### src/rtl/typing_scorer_pkg.sv
// Shared definitions for the typing scorer.
//   state_t              - scorer FSM state encoding
//   DEFAULT_TICKS_PER_MS - clk cycles per millisecond at 100 MHz
//   MAX_LEN              - capacity of the target sequence
//   TARGET_SEQ           - digits the user is asked to type, in order
package typing_scorer_pkg;

  typedef enum logic [1:0] {
    ST_IDLE  = 2'd0,
    ST_ARMED = 2'd1,
    ST_RUN   = 2'd2,
    ST_DONE  = 2'd3
  } state_t;

  localparam int DEFAULT_TICKS_PER_MS = 100_000;
  localparam int MAX_LEN              = 16;

  localparam logic [3:0] TARGET_SEQ [MAX_LEN] = '{
    4'd1, 4'd2, 4'd3, 4'd4, 4'd5, 4'd6, 4'd7, 4'd8,
    4'd9, 4'd0, 4'd2, 4'd7, 4'd1, 4'd8, 4'd2, 4'd8
  };

endpackage

### src/rtl/typing_scorer_if.sv
// Keypad-side and score-side signals of the typing scorer.
//   master : drives start, key_code, key_valid; observes the score outputs
//   slave  : the scorer itself
interface typing_scorer_if;
  logic        start;
  logic [3:0]  key_code;
  logic        key_valid;
  logic [3:0]  expected;
  logic [4:0]  position;
  logic [4:0]  correct_count;
  logic [7:0]  error_count;
  logic [15:0] elapsed_ms;
  logic        busy;
  logic        done;
  logic        score_valid;

  modport master (
    output start, key_code, key_valid,
    input  expected, position, correct_count, error_count,
           elapsed_ms, busy, done, score_valid
  );

  modport slave (
    input  start, key_code, key_valid,
    output expected, position, correct_count, error_count,
           elapsed_ms, busy, done, score_valid
  );
endinterface

### src/rtl/typing_scorer_ms_tick.sv
// Millisecond prescaler: counts 0..TICKS_PER_MS-1 while enabled and raises
// tick during the last count, so a consumer sees one tick per millisecond.
//   clk, rst : clock and synchronous active-high reset
//   clear    : return the count to 0 (takes precedence over enable)
//   enable   : advance the count
//   tick     : high in the cycle that wraps the count
module ms_tick_gen #(
  parameter int TICKS_PER_MS = 100_000
) (
  input  logic clk,
  input  logic rst,
  input  logic clear,
  input  logic enable,
  output logic tick
);

  localparam int CNT_W = (TICKS_PER_MS > 1) ? $clog2(TICKS_PER_MS) : 1;

  logic [CNT_W-1:0] cnt;

  assign tick = enable && (cnt == CNT_W'(TICKS_PER_MS - 1));

  always_ff @(posedge clk) begin
    if (rst || clear) begin
      cnt <= '0;
    end else if (enable) begin
      cnt <= tick ? '0 : cnt + 1'b1;
    end
  end

endmodule

### src/rtl/typing_scorer.sv
// Typing-speed/accuracy scorer. After start, the user types the digits of
// TARGET_SEQ; each new key press is scored as correct (advances position) or
// wrong (counts an error). Timing runs in milliseconds from the first key
// to the last correct digit.
//   clk, rst : clock and synchronous active-high reset
//   bus      : start/key inputs and score/status outputs (slave modport)
module typing_scorer
  import typing_scorer_pkg::*;
#(
  parameter int TEST_LEN     = 16,
  parameter int TICKS_PER_MS = DEFAULT_TICKS_PER_MS
) (
  input  logic            clk,
  input  logic            rst,
  typing_scorer_if.slave  bus
);

  state_t      state, state_nxt;
  logic        key_valid_p1;
  logic        key_evt;
  logic        scoring;
  logic        key_hit;
  logic        last_hit;
  logic        run_en;
  logic        clear_cnt;
  logic        ms_tick;
  logic [3:0]  target;
  logic [4:0]  position;
  logic [4:0]  correct_count;
  logic [7:0]  error_count;
  logic [15:0] elapsed_ms;
  logic        score_valid;
  logic        busy;
  logic        done;

  // Stage p1: registered key_valid for rising-edge detection. It resets high
  // so a key held through reset never counts as a fresh press.
  always_ff @(posedge clk) begin
    if (rst) key_valid_p1 <= 1'b1;
    else     key_valid_p1 <= bus.key_valid;
  end

  assign key_evt  = bus.key_valid & ~key_valid_p1;
  // start beats a simultaneous key, which is discarded
  assign scoring  = key_evt & ~bus.start & ((state == ST_ARMED) || (state == ST_RUN));
  assign target   = (position < 5'(TEST_LEN)) ? TARGET_SEQ[position[3:0]] : 4'd0;
  assign key_hit  = (bus.key_code == target);
  assign last_hit = key_hit && (position == 5'(TEST_LEN - 1));

  // FSM state register
  always_ff @(posedge clk) begin
    if (rst) state <= ST_IDLE;
    else     state <= state_nxt;
  end

  // FSM next-state logic
  always_comb begin
    state_nxt = state;
    case (state)
      ST_IDLE: begin
        if (bus.start) state_nxt = ST_ARMED;
      end
      ST_ARMED, ST_RUN: begin
        if (bus.start)    state_nxt = ST_ARMED;
        else if (key_evt) state_nxt = last_hit ? ST_DONE : ST_RUN;
      end
      ST_DONE: begin
        if (bus.start) state_nxt = ST_ARMED;
      end
      default: state_nxt = ST_IDLE;
    endcase
  end

  // FSM outputs
  always_comb begin
    busy = (state == ST_ARMED) || (state == ST_RUN);
    done = (state == ST_DONE);
  end

  always_ff @(posedge clk) begin
    if (rst) score_valid <= 1'b0;
    else     score_valid <= (state_nxt == ST_DONE) && (state != ST_DONE);
  end

  // The prescaler only runs in RUN and is held at 0 otherwise, so the first
  // millisecond is measured from the key that started the run.
  assign run_en    = (state == ST_RUN);
  assign clear_cnt = bus.start | ~run_en;

  ms_tick_gen #(
    .TICKS_PER_MS (TICKS_PER_MS)
  ) u_ms_tick (
    .clk    (clk),
    .rst    (rst),
    .clear  (clear_cnt),
    .enable (run_en),
    .tick   (ms_tick)
  );

  always_ff @(posedge clk) begin
    if (rst || bus.start) begin
      position      <= '0;
      correct_count <= '0;
      error_count   <= '0;
      elapsed_ms    <= '0;
    end else begin
      if (scoring) begin
        if (key_hit) begin
          position      <= position + 1'b1;
          correct_count <= correct_count + 1'b1;
        end else if (error_count != 8'hFF) begin
          error_count   <= error_count + 1'b1;
        end
      end
      if (run_en && ms_tick && (elapsed_ms != 16'hFFFF)) begin
        elapsed_ms <= elapsed_ms + 1'b1;
      end
    end
  end

  assign bus.expected      = target;
  assign bus.position      = position;
  assign bus.correct_count = correct_count;
  assign bus.error_count   = error_count;
  assign bus.elapsed_ms    = elapsed_ms;
  assign bus.busy          = busy;
  assign bus.done          = done;
  assign bus.score_valid   = score_valid;

endmodule

### src/flat_wrapper.sv
// flat-port wrapper written by rule: the top's interface ports become plain ports
module typing_scorer_flat import typing_scorer_pkg::*;
#(
  parameter int TEST_LEN     = 16,
  parameter int TICKS_PER_MS = DEFAULT_TICKS_PER_MS
)
  (clk, rst, bus_start, bus_key_code, bus_key_valid, bus_expected, bus_position, bus_correct_count, bus_error_count, bus_elapsed_ms, bus_busy, bus_done, bus_score_valid);
  typing_scorer_if bus_i ();
  input  logic clk;
  input  logic rst;
  input wire logic [$bits(bus_i.start)-1:0] bus_start;
  input wire logic [$bits(bus_i.key_code)-1:0] bus_key_code;
  input wire logic [$bits(bus_i.key_valid)-1:0] bus_key_valid;
  output wire logic [$bits(bus_i.expected)-1:0] bus_expected;
  output wire logic [$bits(bus_i.position)-1:0] bus_position;
  output wire logic [$bits(bus_i.correct_count)-1:0] bus_correct_count;
  output wire logic [$bits(bus_i.error_count)-1:0] bus_error_count;
  output wire logic [$bits(bus_i.elapsed_ms)-1:0] bus_elapsed_ms;
  output wire logic [$bits(bus_i.busy)-1:0] bus_busy;
  output wire logic [$bits(bus_i.done)-1:0] bus_done;
  output wire logic [$bits(bus_i.score_valid)-1:0] bus_score_valid;
  assign bus_i.start = bus_start;
  assign bus_i.key_code = bus_key_code;
  assign bus_i.key_valid = bus_key_valid;
  assign bus_expected = bus_i.expected;
  assign bus_position = bus_i.position;
  assign bus_correct_count = bus_i.correct_count;
  assign bus_error_count = bus_i.error_count;
  assign bus_elapsed_ms = bus_i.elapsed_ms;
  assign bus_busy = bus_i.busy;
  assign bus_done = bus_i.done;
  assign bus_score_valid = bus_i.score_valid;
  typing_scorer #(.TEST_LEN(TEST_LEN), .TICKS_PER_MS(TICKS_PER_MS)) u_core (.clk(clk), .rst(rst), .bus(bus_i));
endmodule
### config.mk
export PLATFORM = sky130hd
export DESIGN_NAME = typing_scorer_flat
export DESIGN_NICKNAME = d
export VERILOG_FILES = /design/src/rtl/typing_scorer_pkg.sv /design/src/rtl/typing_scorer_if.sv /design/src/rtl/typing_scorer_ms_tick.sv /design/src/rtl/typing_scorer.sv /design/src/flat_wrapper.sv
export SDC_FILE = /design/constraint.sdc
export NUM_CORES = 1
export LEC_CHECK = 0
export BUFFER_PORTS_ARGS = -buffer_cell sky130_fd_sc_hd__buf_4
export CORE_MARGIN = 1
export CORE_UTILIZATION = 54
export CTS_BUF_LIST = sky130_fd_sc_hd__clkbuf_4 sky130_fd_sc_hd__clkbuf_8
export DETAILED_ROUTE_END_ITERATION = 12
export HOLD_SLACK_MARGIN = 0.03
export PLACE_DENSITY = 0.84
export SYNTH_ARGS = -nofsm -noshare
export SYNTH_HDL_FRONTEND = slang
export SYNTH_SLANG_ARGS = --single-unit
### constraint.sdc
create_clock -name clk -period 3.9 [get_ports clk]
set_clock_uncertainty 0.2 [all_clocks]
set_input_delay 0.585 -clock clk [delete_from_list [all_inputs] [get_ports clk]]
set_output_delay 0.585 -clock clk [all_outputs]
set_load 0.01 [all_outputs]
-- After elaboration in Yosys (flattened, before gate mapping)
Memories as Yosys holds them, arrays and structs flattened.
Index checks and enable logic that the tools add are counted.
- bits in registers: 55
- bits in latches: 0
- RAM bits: 0
- ROM bits: 64
- bits of input ports: 8
- output and inout port bits: 41
- word-level logic and storage cells: 57
- memories: 1
- memories (memory ; depth ; bits a word ; rd ports ; clocked after memory_dff ; write ports ; line ; RTL):
    (name not given) ; 16 ; 4 ; 1 ; 0 ; 0 ; typing_scorer.sv:46 ; assign target = (position < 5'(TEST_LEN)) ? TARGET_SEQ[position[3:0]] : 4'd0;
- add/subtract/negate cells: 5
- multiply operators: 0
- divide/modulo/power cells: 0
- order comparisons: 2
- equal/unequal tests: 10
- shift-type cells: 0
- multiplexer cells: 9
- bitwise logic cells: 9
- reduce and logical (&&, ||, !) cells: 13
- operators by type and width (cell ; count):
    $add A17 B1 Y17 const B ; 1
    $eq A17 B17 Y1 const B ; 1
    $mux W17 ; 1
    $add A16 B1 Y16 const B ; 1
    $ne A16 B16 Y1 const B ; 1
    $mux W4 ; 3
    $add A5 B1 Y5 const B ; 2
    $add A8 B1 Y8 const B ; 1
    $ne A8 B8 Y1 const B ; 1
    $eq A2 B2 Y1 const B ; 3
    $mux W2 ; 3
    $eq A5 B4 Y1 const B ; 1
    $ge A5 B5 Y1 const B ; 1
    $logic_and A1 B1 Y1 ; 5
    $lt A5 B5 Y1 const B ; 1
    $not A4 Y5 ; 1
    $eq A4 B4 Y1 ; 1
    $not A1 Y1 ; 4
    $pmux W2 S2 ; 1
    $reduce_or A2 Y1 ; 2
    $and A1 B1 Y1 ; 3
    $logic_or A1 B1 Y1 ; 3
    $reduce_and A3 Y1 ; 1
    $eq A2 B1 Y1 const B ; 1
    5 further kinds ; 5

-- Logic depth before layout (Yosys ltp)
- depth after elaboration: 13
- gate-level depth with buffers: 10
- gate-level depth less buffers: 8

-- Cells and area by module
Synthesis repeated with hierarchy kept, for this count alone.
- cells, all modules: 352
- area, all modules: 2935.3 um2
- modules (own cells, without submodules) (module ; times used ; cells each ; area each (um2) ; sequential area each (um2)):
    typing_scorer ; 1 ; 257 ; 2097.0 ; 760.7
    ms_tick_gen ; 1 ; 95 ; 838.3 ; 340.3

-- Worst setup path after synthesis
OpenSTA, ideal clock, no wires.
- kind: reg-to-reg
- from: reg u_core.position[0] (netlist: u_core.bus.position[0])
- to: reg u_core.position[1] (netlist: u_core.bus.position[1])
- setup time: 0.128 ns
- arrival time: 2.477 ns
- setup slack: 1.096 ns
- stages on the path, launching flop included: 10
- path buffers: 1
- clock period less this slack: 2.804 ns
- cells stage by stage: dfxtp_1 inv_1 ha_1 nor2_1 o32a_1 a32o_2 a2111oi_4 buf_6 mux2i_1 nor2_1
- word-level cells in the longest chain between the ends: 7
- ends and longest elaborated chain (element ; line ; RTL):
    from (decl) ; typing_scorer.sv:28 ; logic [4:0] position;
    from (signal assigned) ; typing_scorer.sv:109 ; position <= position + 1'b1;
    $not A4 Y5 (implied by the code) ; typing_scorer.sv:46 ;
    $mem_v2 Z16 W4 ; n/a ;
    $mux W4 (implied by the code) (2 in series) ; typing_scorer.sv:46 ;
    $mux W4 ; typing_scorer.sv:46 ;
    $eq A4 B4 Y1 ; typing_scorer.sv:47 ; assign key_hit = (bus.key_code == target);
    $reduce_and A2 Y1 (no source line) ; n/a ;
Parallel ways exist; a longest one is shown, timed or not. The select of a mux whose other input is x is not followed.
A chain may end at the register's enable or synchronous reset.

-- Worst setup path in the final report
- from: reg u_core.position[0] (netlist: u_core.bus.position[0])
- to: reg u_core.score_valid (netlist: u_core.bus.score_valid)
- word-level cells in the longest chain between the ends: 13
- ends and longest elaborated chain (element ; line ; RTL):
    $not A4 Y5 (implied by the code) ; typing_scorer.sv:46 ;
    $mem_v2 Z16 W4 ; n/a ;
    $mux W4 (implied by the code) (2 in series) ; typing_scorer.sv:46 ;
    $mux W4 ; typing_scorer.sv:46 ;
    $eq A4 B4 Y1 ; typing_scorer.sv:47 ;
    $logic_and A1 B1 Y1 (*) ; typing_scorer.sv:48 ; assign last_hit = key_hit && (position == 5'(TEST_LEN - 1));
    $mux W1 (*) ; typing_scorer.sv:65 ; else if (key_evt) state_nxt = last_hit ? ST_DONE : ST_RUN;
    $mux W2 (*) ; typing_scorer.sv:65 ;
    $mux W2 (*) ; typing_scorer.sv:64 ; if (bus.start) state_nxt = ST_ARMED;
    $pmux W2 S2 (*) ; typing_scorer.sv:59 ; case (state)
    $eq A2 B2 Y1 (*) ; typing_scorer.sv:82 ; else score_valid <= (state_nxt == ST_DONE) && (state != ST_DONE);
    $logic_and A1 B1 Y1 (*) ; typing_scorer.sv:82 ;
    to (signal assigned) ; typing_scorer.sv:82 ;
    to (decl) ; typing_scorer.sv:32 ; logic score_valid;
Mark *: on every way between the ends. The rest lies on a longest branch, timed or not. The select of a mux whose other input is x is not followed.

==> summary.md <==
| Metric | Value |
|---|---|
| All-Layer GR Usage | `0.225` |
| Vias per Instance | `5.68` |
| Hold Path Class | `flop to flop` |
| Yosys warning total | `0` |
| First-pass GRT wire length | `10800 µm` |
| RSZ-0062 raised after global routing | `false` |
| Buffers on Ports | `48` |
| Setup TNS | `0 ns` |
| Crit path arrival time | `3.26 ns` |
| Slew Viols, Final | `0` |
| Clock transition at the registers of the reported paths | `0.09 ns` |
| Relative slew margins | `0.436` |
| CTS resizes | `0` |
| Final hold vios | `0` |
| MaxCap Viol Count | `0` |
| Die span in x | `76.7 µm` |
| Hpwl dp | `4560 µm` |
| Die footprint | `5890 µm²` |
| Final WL | `6320 µm` |
| Initial Utilization | `0.576` |
| Least-Margin Pin Slew | `0.844 ns` |
| # DRC | `0` |
| Routed vias | `2626` |
| Largest family of logic cells by synthesized area | `simple AND/OR/NAND/NOR gates` |
| Cell area after placement | `3400 µm²` |
| Detailed Route Iter0 Violations | `177` |
| Mux cell area share after synthesis | `0.0332` |
| GRT overflow | `0` |
| CP max-delay cell | `a211oi_2` |
| Leakage | `1.23 nW` |
| Setup bufs post-CTS | `0` |
| Power density over cell area | `259 nW/µm²` |
| Post-Synthesis Cell Area | `3020 µm²` |
| DP Worst Slack | `0.724 ns` |
| Post-route cell area | `3480 µm²` |
| Initial antenna violation count | `0` |
| Syn avg cell area | `8.72 µm²` |
| Cell Chain, Critical Path | `inv_1, ha_1, nor2_1, o32a_1, a32o_2, a211oi_2, a311o_1, and3b_1` |
| Ports | `49` |
| Gate Count Post-Synth | `346` |
| Wire per inst | `13.7 µm` |
| Seq/Total Area, Yosys | `0.365` |
| CP max stage delay | `0.74 ns` |
| CP Data Required Time | `3.95 ns` |
| Die Span Y | `76.7 µm` |
| Post-CTS Hold Buffers | `0` |
| Status | `completed` |
| Post-synth ARST share | `0` |
| Cell variety after synth | `61` |
| CTS Buf Count | `5` |
| H-tree depth | `2` |
| Layout cell share with drive strength beyond 1 | `0.186` |
| Vias in the first global route | `2387` |
| Dominant synthesized flop cell | `dfxtp_1` |
| Critical path class | `flop to flop` |
| CTS tree | `built` |
| Pre-antenna DRT Iters | `5` |
| F_max | `312 MHz` |
| Fin crit share | `0.822` |
| Post-synth EDFFs | `0` |
| Area fraction in compound gates after synthesis | `0.123` |
| Synthesis-to-layout area growth | `15.4%` |
| Crit end category | `flop` |
| Min Clock Period, post-route | `3.20 ns` |
| Clock Sinks | `55` |
| Simple-gate portion of the synthesized area | `0.293` |
| FP Rows | `26` |
| Worst-path fanout max | `13` |
| Root buf cell | `clkbuf_8` |
| Routed Antenna Nets | `0` |
| Final setup violation count | `0` |
| Final setup margin | `0.695 ns` |
| CTS Buffer Depth | `2` |
| Clk Latency, worst-skew pair | `0.31 ns` |
| Post-synthesis adder-cell area fraction | `0.0539` |
| CP Launch Type | `flop` |
| Final nets | `414` |
| RePlAce Congestion | `0.810` |
| Yosys reg bits | `55` |
| CORE AREA | `5240 µm²` |
| Final antenna diode count | `0` |
| Largest net degree at the start of global routing | `32` |
| Post-synthesis net count | `367` |
| Xor/xnor share of the synthesized area | `0.0900` |
| Maximum VDD drop | `0.260 mV` |
==> metal layers <==
| metal | GRT usage | wire [µm] | vias to the layer above |
|---|---|---|---|
| li1 | - | - | 1319 |
| met1 | 0.290 | 3030 | 1247 |
| met2 | 0.386 | 3040 | 53 |
| met3 | 0.0369 | 215 | 7 |
| met4 | 0.0596 | 43 | 0 |
| met5 | 0 | 0 | - |
==> sequential cells by signal, indices dropped and copies added, names as in the netlist <==
| name | cells |
|---|---|
| u_core.key_valid_p1 | 1 |
| u_core.state | 2 |
| u_core.bus.position | 5 |
| u_core.bus.correct_count | 5 |
| u_core.bus.score_valid | 1 |
| u_core.u_ms_tick.cnt | 17 |
| u_core.bus.error_count | 8 |
| u_core.bus.elapsed_ms | 16 |
==> cell families after synthesis <==
kind of cell	Yosys count
and+or+nand+nor	167
AOI/OAI and AO/OA	47
buffers and inverters	23
xor gates and xnor gates	31
muxes	10
adders and majority gates	13
DFF	55
==> power breakdown <==
part | total [mW] | switching [mW] | internal (mW)
Combinational | 0.0361 | 0.0217 | 0.0144
Clock | 0.302 | 0.175 | 0.127
Sequential | 0.564 | 0.00110 | 0.563
==> worst paths after layout <==
check                              startpoint                     endpoint  slack (ns)  cells past startpoint
setup / recovery       u_core.bus.position[0]       u_core.bus.score_valid        0.70                      8
hold / removal    u_core.bus.correct_count[4]  u_core.bus.correct_count[4]        0.28                      2
setup reg to reg       u_core.bus.position[0]       u_core.bus.score_valid        0.70                      8
hold reg to reg   u_core.bus.correct_count[4]  u_core.bus.correct_count[4]        0.28                      2
==> final cells by class <==
type	instances	area (µm²)
Sequential cell	55	1100
Multi-Input combinational cell	268	1790
Timing Repair Buffer	50	375
Inverter	13	48.8
Clock buffer	6	76.3
Fill cell	432	1760
Tap cell	70	87.6
==> cell usage after synthesis (all sizes together) (4+ instances only) <==
master / count / area share
a211oi: 8 / 0.025
xor2: 18 / 0.052
nor2: 57 / 0.071
nor2b: 4 / 0.011
inv: 13 / 0.016
nand2: 23 / 0.029
nor3: 7 / 0.012
xnor2: 13 / 0.038
nand4: 13 / 0.027
nand3: 16 / 0.027
dfxtp: 55 / 0.37
nor3b: 7 / 0.019
nor4: 7 / 0.017
and3b: 4 / 0.012
ha: 13 / 0.054
mux2i: 10 / 0.033
nand2b: 4 / 0.0083
or3: 10 / 0.022
a21oi: 9 / 0.016
o21ai: 8 / 0.013
clkbuf: 6 / 0.012
==> critical path, delay by kind of cell (launching register included) <==
kind / cells / cell delay (ns)
buf+inv: 1 / 0.14
flops: 1 / 0.50
simple gates: 2 / 0.25
fa+ha+maj: 1 / 0.37
compound gates: 4 / 1.69
==> layout by cell type (no fill, tap or decap), drive strengths merged, types with 3 or more instances in the layout <==
master  count
mux2i      10
nand4      13
and3b       4
a211oi      8
clkbuf      6
ha         13
xor2       18
nor3        7
nor2       57
o21ai       8
o41ai       3
a21oi       9
nand2b      4
nor4        7
or3        10
a31oi       3
inv        13
dfxtp      55
nand2      23
buf        50
nor3b       7
nor2b       4
xnor2      13
and3        3
nand3      16
==> stage by stage <==
step / util / std cells / power, mW / hold slack (ns)
after CTS: 0.664 / 462 / 0.906 / 0.284
after global placement: 0.650 / 456 / 0.612 / 0.247
after detailed placement: 0.650 / 456 / 0.613 / 0.258
after global routing: 0.664 / 462 / 0.934 / 0.281
after floorplan: - / 346 / 0.598 / 0.230
final: 0.664 / 462 / 0.902 / 0.281
No activity file was read; power rests on OpenSTA's default activity.
